### src/rtl/mips_ctrl_pkg.sv
// Shared definitions for the pipelined MIPS control unit: opcodes, aluop codes
// and the layout of the control word carried through ID/EX.
package mips_ctrl_pkg;

    localparam logic [5:0] OP_RTYPE = 6'b000000;
    localparam logic [5:0] OP_J     = 6'b000010;
    localparam logic [5:0] OP_BEQ   = 6'b000100;
    localparam logic [5:0] OP_BNE   = 6'b000101;
    localparam logic [5:0] OP_ADDI  = 6'b001000;
    localparam logic [5:0] OP_SLTI  = 6'b001010;
    localparam logic [5:0] OP_ANDI  = 6'b001100;
    localparam logic [5:0] OP_ORI   = 6'b001101;
    localparam logic [5:0] OP_LW    = 6'b100011;
    localparam logic [5:0] OP_SW    = 6'b101011;

    localparam int ALU_CODE_W = 3;

    typedef enum logic [ALU_CODE_W-1:0] {
        ALU_ADD   = 3'b000,
        ALU_SUB   = 3'b001,
        ALU_FUNCT = 3'b010,
        ALU_AND   = 3'b011,
        ALU_OR    = 3'b100,
        ALU_SLT   = 3'b101
    } aluop_e;

    // Control word layout: single-bit flags above a 3-bit aluop field.
    localparam int C_ALUOP_LO = 0;
    localparam int C_ALUOP_HI = ALU_CODE_W - 1;
    localparam int C_JUMP     = 3;
    localparam int C_BNE      = 4;
    localparam int C_BRANCH   = 5;
    localparam int C_MEMWRITE = 6;
    localparam int C_MEMREAD  = 7;
    localparam int C_REGWRITE = 8;
    localparam int C_MEMTOREG = 9;
    localparam int C_ALUSRC   = 10;
    localparam int C_REGDST   = 11;
    localparam int CTRL_W     = 12;

    localparam logic [CTRL_W-1:0] CTRL_BUBBLE = '0;

endpackage

### src/rtl/ctrl_decode.sv
// Combinational opcode decoder: control word, illegal-opcode flag and whether
// the instruction reads rt as a source operand.
module ctrl_decode
    import mips_ctrl_pkg::*;
(
    input  logic [5:0]        opcode,
    output logic [CTRL_W-1:0] ctrl,
    output logic              illegal,
    output logic              uses_rt
);

    always_comb begin
        ctrl    = CTRL_BUBBLE;
        illegal = 1'b0;
        uses_rt = 1'b0;
        unique case (opcode)
            OP_RTYPE: begin
                ctrl[C_REGDST]                = 1'b1;
                ctrl[C_REGWRITE]              = 1'b1;
                ctrl[C_ALUOP_HI:C_ALUOP_LO]   = ALU_FUNCT;
                uses_rt                       = 1'b1;
            end
            OP_LW: begin
                ctrl[C_ALUSRC]                = 1'b1;
                ctrl[C_MEMTOREG]              = 1'b1;
                ctrl[C_REGWRITE]              = 1'b1;
                ctrl[C_MEMREAD]               = 1'b1;
                ctrl[C_ALUOP_HI:C_ALUOP_LO]   = ALU_ADD;
            end
            OP_SW: begin
                ctrl[C_ALUSRC]                = 1'b1;
                ctrl[C_MEMWRITE]              = 1'b1;
                ctrl[C_ALUOP_HI:C_ALUOP_LO]   = ALU_ADD;
                uses_rt                       = 1'b1;
            end
            OP_BEQ: begin
                ctrl[C_BRANCH]                = 1'b1;
                ctrl[C_ALUOP_HI:C_ALUOP_LO]   = ALU_SUB;
                uses_rt                       = 1'b1;
            end
            OP_BNE: begin
                ctrl[C_BRANCH]                = 1'b1;
                ctrl[C_BNE]                   = 1'b1;
                ctrl[C_ALUOP_HI:C_ALUOP_LO]   = ALU_SUB;
                uses_rt                       = 1'b1;
            end
            OP_ADDI: begin
                ctrl[C_ALUSRC]                = 1'b1;
                ctrl[C_REGWRITE]              = 1'b1;
                ctrl[C_ALUOP_HI:C_ALUOP_LO]   = ALU_ADD;
            end
            OP_ANDI: begin
                ctrl[C_ALUSRC]                = 1'b1;
                ctrl[C_REGWRITE]              = 1'b1;
                ctrl[C_ALUOP_HI:C_ALUOP_LO]   = ALU_AND;
            end
            OP_ORI: begin
                ctrl[C_ALUSRC]                = 1'b1;
                ctrl[C_REGWRITE]              = 1'b1;
                ctrl[C_ALUOP_HI:C_ALUOP_LO]   = ALU_OR;
            end
            OP_SLTI: begin
                ctrl[C_ALUSRC]                = 1'b1;
                ctrl[C_REGWRITE]              = 1'b1;
                ctrl[C_ALUOP_HI:C_ALUOP_LO]   = ALU_SLT;
            end
            OP_J: begin
                ctrl[C_JUMP]                  = 1'b1;
            end
            default: begin
                illegal                       = 1'b1;
            end
        endcase
    end

endmodule

### src/rtl/ctrl_pipe_unit.sv
// Pipelined control unit: decodes ID, carries control through ID/EX, EX/MEM and
// MEM/WB, inserts load-use stalls/bubbles and honours flush requests.
module ctrl_pipe_unit
    import mips_ctrl_pkg::*;
#(
    parameter int REG_W     = 5,
    parameter int ALUOP_W   = 3,
    parameter int HAZARD_EN = 1
) (
    input  logic               clk,
    input  logic               rst_n,
    input  logic [5:0]         id_opcode,
    input  logic [REG_W-1:0]   id_rs,
    input  logic [REG_W-1:0]   id_rt,
    input  logic               flush,
    output logic               stall,
    output logic               ex_regdst,
    output logic               ex_alusrc,
    output logic               ex_branch,
    output logic               ex_bne,
    output logic               ex_jump,
    output logic [ALUOP_W-1:0] ex_aluop,
    output logic [REG_W-1:0]   ex_rt,
    output logic               ex_memread,
    output logic               ex_memwrite,
    output logic               ex_memtoreg,
    output logic               ex_regwrite,
    output logic               mem_memread,
    output logic               mem_memwrite,
    output logic               mem_memtoreg,
    output logic               mem_regwrite,
    output logic               wb_memtoreg,
    output logic               wb_regwrite,
    output logic               illegal_op
);

    logic [CTRL_W-1:0] dec_ctrl;
    logic              dec_illegal;
    logic              dec_uses_rt;
    logic [CTRL_W-1:0] idex_ctrl;
    logic [REG_W-1:0]  idex_rt;
    logic              hazard;
    logic              kill;

    ctrl_decode u_dec (
        .opcode  (id_opcode),
        .ctrl    (dec_ctrl),
        .illegal (dec_illegal),
        .uses_rt (dec_uses_rt)
    );

    // rt of a load in EX only matters if the ID instruction actually reads it.
    assign hazard = idex_ctrl[C_MEMREAD] && (idex_rt != '0) &&
                    ((idex_rt == id_rs) || (dec_uses_rt && (idex_rt == id_rt)));
    assign stall  = (HAZARD_EN != 0) && hazard && !flush;
    assign kill   = stall || flush;

    always_ff @(posedge clk or negedge rst_n) begin
        if (!rst_n) begin
            idex_ctrl <= CTRL_BUBBLE;
            idex_rt   <= '0;
        end else if (kill) begin
            idex_ctrl <= CTRL_BUBBLE;
            idex_rt   <= '0;
        end else begin
            idex_ctrl <= dec_ctrl;
            idex_rt   <= id_rt;
        end
    end

    always_ff @(posedge clk or negedge rst_n) begin
        if (!rst_n) begin
            mem_memread  <= 1'b0;
            mem_memwrite <= 1'b0;
            mem_memtoreg <= 1'b0;
            mem_regwrite <= 1'b0;
            wb_memtoreg  <= 1'b0;
            wb_regwrite  <= 1'b0;
        end else begin
            mem_memread  <= idex_ctrl[C_MEMREAD];
            mem_memwrite <= idex_ctrl[C_MEMWRITE];
            mem_memtoreg <= idex_ctrl[C_MEMTOREG];
            mem_regwrite <= idex_ctrl[C_REGWRITE];
            wb_memtoreg  <= mem_memtoreg;
            wb_regwrite  <= mem_regwrite;
        end
    end

    // Sticky: only an illegal word that genuinely enters EX counts.
    always_ff @(posedge clk or negedge rst_n) begin
        if (!rst_n)
            illegal_op <= 1'b0;
        else if (dec_illegal && !kill)
            illegal_op <= 1'b1;
    end

    assign ex_regdst   = idex_ctrl[C_REGDST];
    assign ex_alusrc   = idex_ctrl[C_ALUSRC];
    assign ex_branch   = idex_ctrl[C_BRANCH];
    assign ex_bne      = idex_ctrl[C_BNE];
    assign ex_jump     = idex_ctrl[C_JUMP];
    assign ex_aluop    = ALUOP_W'(idex_ctrl[C_ALUOP_HI:C_ALUOP_LO]);
    assign ex_rt       = idex_rt;
    assign ex_memread  = idex_ctrl[C_MEMREAD];
    assign ex_memwrite = idex_ctrl[C_MEMWRITE];
    assign ex_memtoreg = idex_ctrl[C_MEMTOREG];
    assign ex_regwrite = idex_ctrl[C_REGWRITE];

endmodule

### config.mk
export PLATFORM = sky130hd
export DESIGN_NAME = ctrl_pipe_unit
export DESIGN_NICKNAME = d
export VERILOG_FILES = /design/src/rtl/mips_ctrl_pkg.sv /design/src/rtl/ctrl_decode.sv /design/src/rtl/ctrl_pipe_unit.sv
export SDC_FILE = /design/constraint.sdc
export NUM_CORES = 1
export LEC_CHECK = 0
export BUFFER_PORTS_ARGS = -buffer_cell sky130_fd_sc_hd__buf_2
export CORE_MARGIN = 2
export CORE_UTILIZATION = 40
export CTS_CLUSTER_SIZE = 12
export DETAILED_ROUTE_END_ITERATION = 10
export GPL_ROUTABILITY_DRIVEN = 1
export PLACE_DENSITY_LB_ADDON = 0.12
export SLEW_MARGIN = 0
export SYNTH_ARGS = -nofsm -noshare
export SYNTH_HDL_FRONTEND = slang
export SYNTH_SLANG_ARGS = --single-unit
### constraint.sdc
create_clock -name clk -period 2.3 [get_ports clk]
set_clock_uncertainty 0.05 [all_clocks]
set_input_delay 0.23 -clock clk [delete_from_list [all_inputs] [get_ports clk]]
set_output_delay 0.23 -clock clk [all_outputs]
set_load 0.02 [all_outputs]
==> PnR_summary.wiki <==
{| class="wikitable"
! Metric !! Value
|-
| Top_reg_cell synth || sky130_fd_sc_hd__dfrtp_1
|-
| Capturing element type of the critical path || primary output
|-
| Total Negative Setup Slacks || 0 ns
|-
| Die width || about 54 um
|-
| Commonest cells after routing, fill and taps aside || sky130_fd_sc_hd__buf_2 (43), sky130_fd_sc_hd__dfrtp_1 (21), sky130_fd_sc_hd__xnor2_1 (8)
|-
| Depth of the CTS H-tree || 1
|-
| Post-synthesis instance total || 89
|-
| Via count of the first global-routing pass || 745
|-
| Final GP Congestion || roughly 0.81
|-
| Final period demand of the worst path || 2.23 ns
|-
| Mapped Nets || 108
|-
| Worst slew margin relative to its limit || 67.2%
|-
| FP Rows || 18
|-
| Pin count of the biggest net entering global routing || 23
|-
| Chip Height || 54.3 um
|-
| Root buffer cell || sky130_fd_sc_hd__clkbuf_4
|-
| Highest clock frequency the design can meet || 449 MHz
|-
| Number of antenna violations at the first check in global routing || 0
|-
| Portion of the post-synthesis area used by sequential elements || 54.5%
|-
| Static leakage || 0.684 nW
|-
| Detailed Place HPWL || 1.60 mm
|-
| Placed cell count || about 160
|-
| Total number of vias || 836
|-
| TritonCTS clock tree || done
|-
| Total Routed Length || approximately 2.2 mm
|-
| Util after Layout || a little over half
|-
| Maximum clock insertion buffer count || 2
|-
| Worst hold margin || 0.126 ns
|-
| Via-to-Cell Ratio || 4.98
|-
| Antenna diodes || 0
|-
| Post-CTS clock slew at the launch and capture registers of the worst setup and hold paths || 0.12 ns
|-
| Post-layout instance area || around 0.0013 sq mm
|-
| Run status || completed
|-
| Relative contribution of sequential cells to total power || ~55%
|-
| Period utilisation layout || 96.9%
|-
| Startpoint of the tightest hold check path || id_opcode[0]
|-
| Critical path startpoint || ex_rt[4]$_DFF_PN0_
|-
| Total DRC errors in the routed layout || 0
|-
| Setup repair after global routing missed its margin || true
|-
| Placeable Area || roughly 0.0024 sq mm
|-
| Netlist area before placement || 0.00101 sq mm
|-
| Final Max Tran Viols || 0
|-
| CP max FO || 3
|-
| Commonest non-fill, non-tap cell in the layout || sky130_fd_sc_hd__buf_2
|-
| VDD IR-drop max || between 0.0003 and 0.0004 V
|-
| NetSw || around 0.19 mW
|-
| Power density over the cells || 547 mW/mm^2
|-
| Beginning of the worst register-to-register path || ex_rt[4]$_DFF_PN0_
|-
| Floorplan die area || 0.00295 sq mm
|-
| Count of flip-flops with a built-in enable after synthesis || 0
|-
| Non-filler cells in the finished layout || 168
|-
| Number of unique standard cell types used by synthesis || 34
|-
| Wire length of the first global-routing pass || 3.33 mm
|-
| Initial cell density of the core || 41.6%
|-
| Remaining antenna violation count || 0
|-
| WP data arrival || 1.95 ns
|-
| Part of the power in the clock network || 29.1%
|-
| Critical path data required time || between 2 and 2.5 ns
|-
| Clk_lat worst skew || 0.30 ns
|-
| Number of clock sinks || 22
|-
| Number of buffers added by the clock tree synthesis step || 3
|-
| Post-synthesis sequential element count || 22
|-
| Kind of critical path || flip-flop to primary output
|-
| Number of detailed-routing iterations run before antenna repair || 4
|-
| Wire length per cell after detailed routing || between 10 and 15 um
|-
| Power share of the combinational group || 15.9%
|-
| Fraction of layout instances using a drive strength above 1 || roughly 45%
|-
| Asr flop ratio synth || 100%
|-
| Cell-internal power || 0.542 mW
|-
| Final-stage net count || 158
|-
| # port buffers || between 40 and 50
|-
| Count of routing violations after the opening detailed-route iteration || 17
|-
| Placed Instance Area || around 0.0012 sq mm
|-
| Count of pins on the block boundary || 44
|-
| Switching fraction of total power || 25.7%
|-
| Tightest Pin Transition || 0.491 ns
|-
| Hold Vio Cnt, Final || 0
|-
| MaxCap Viol Count || 0
|-
| Synthesized area per cell || 11.4 sq um
|-
| GR Overflow Total || 0
|-
| Total setup violations reported at the end of the flow || 0
|-
| Yosys Warn Count || 0
|-
| Area added between synthesis and finish || 31.9%
|-
| Worst min-delay path category || primary input to flip-flop
|-
| Global Route Usage Sum || between 10% and 20%
|-
| Crit path launch type || flip-flop
|}
==> worst paths after layout <==
kind,endpoint,slack [ns],depth (start not counted)
min in group asynchronous,wb_regwrite$_DFF_PN0_,0.35,2
hold reg to reg,mem_memwrite$_DFF_PN0_,0.34,0
setup / recovery,stall,0.07,6
setup reg to reg,idex_ctrl[4]$_DFF_PN0_,0.35,6
max in group asynchronous,ex_rt[3]$_DFF_PN0_,1.49,2
hold / removal,idex_ctrl[1]$_DFF_PN0_,0.13,2
==> flip-flops by register name (all words and copies together), names as in the netlist <==
name and flops:
idex_ctrl 11, ex_rt 5, illegal_op 1, mem_memread 1, mem_memwrite 1, mem_regwrite 1
wb_memtoreg 1, wb_regwrite 1
==> synth_stat cells, drive strengths merged (2+ instances only) <==
cell type,count,area [sq um]
a21oi,2,10.0
a2bb2oi,2,17.5
buf,4,30.0
dfrtp,22,551
inv,3,11.3
nand2,4,17.5
nand3,2,10.0
nor2,7,26.3
nor3,2,10.0
nor3b,5,37.5
nor4,4,25.0
o21ai,4,23.8
o31ai,2,15.0
or2,2,15.0
xnor2,8,70.1
xor2,3,26.3
==> power groups by stage <==
stage               clock network (mW)  logic, mW  registers, mW
CTS                              0.217      0.117          0.401
detailed placement                   0      0.106          0.410
floorplan                            0     0.0523          0.419
finish                           0.212      0.116          0.401
global route                     0.236      0.129          0.403
global placement                     0      0.105          0.409
==> critical path, stage by stage, from the launching register on <==
cell                       delay (ns)
sky130_fd_sc_hd__dfrtp_1         0.40
sky130_fd_sc_hd__or4_4           0.55
sky130_fd_sc_hd__o21ai_4         0.14
sky130_fd_sc_hd__a2111o_1        0.17
sky130_fd_sc_hd__o41ai_2         0.09
sky130_fd_sc_hd__nor2b_1         0.14
sky130_fd_sc_hd__buf_2           0.16
==> area by class of cell <==
type                    instances  area [sq um]
multi-input cells              59           427
well taps                      30          37.5
repair buffers                 50           270
inverters                       3          11.3
clock buffers                   4          36.3
fillers                       247          1100
flip-flops and latches         22           552
==> kinds of logic after synthesis <==
group	Yosys count	share of synthesized area [%]
flip-flops	22	54.5
AO/OA/AOI/OAI	15	12.3
XOR/XNOR	11	9.53
buffers and inverters	8	4.45
AND/OR/NAND/NOR	33	19.3
==> through the flow <==
step,worst slack [ns],total power [mW]
floorplan,0.214,0.471
global placement,0.251,0.514
detailed placement,0.231,0.516
CTS,-0.00174,0.735
global route,-0.0143,0.768
finish,0.0720,0.729
==> per-layer routing <==
layer	global-route usage (%)	vias to the layer above	part of all wire, %
met5	0	-	0
met4	10.0	0	1.9
met3	3.28	4	6.0
met2	24.7	32	45
met1	21.5	386	47
li1	-	414	-
==> timing repair <==
action,CTS,global route
setup endpoints to repair,1,1
buffers inserted,4,1
hold endpoints to repair,22,0
pin swaps,2,3
gates resized for setup,2,1
hold buffers,1,0
No activity file was read; power rests on OpenSTA's default activity.
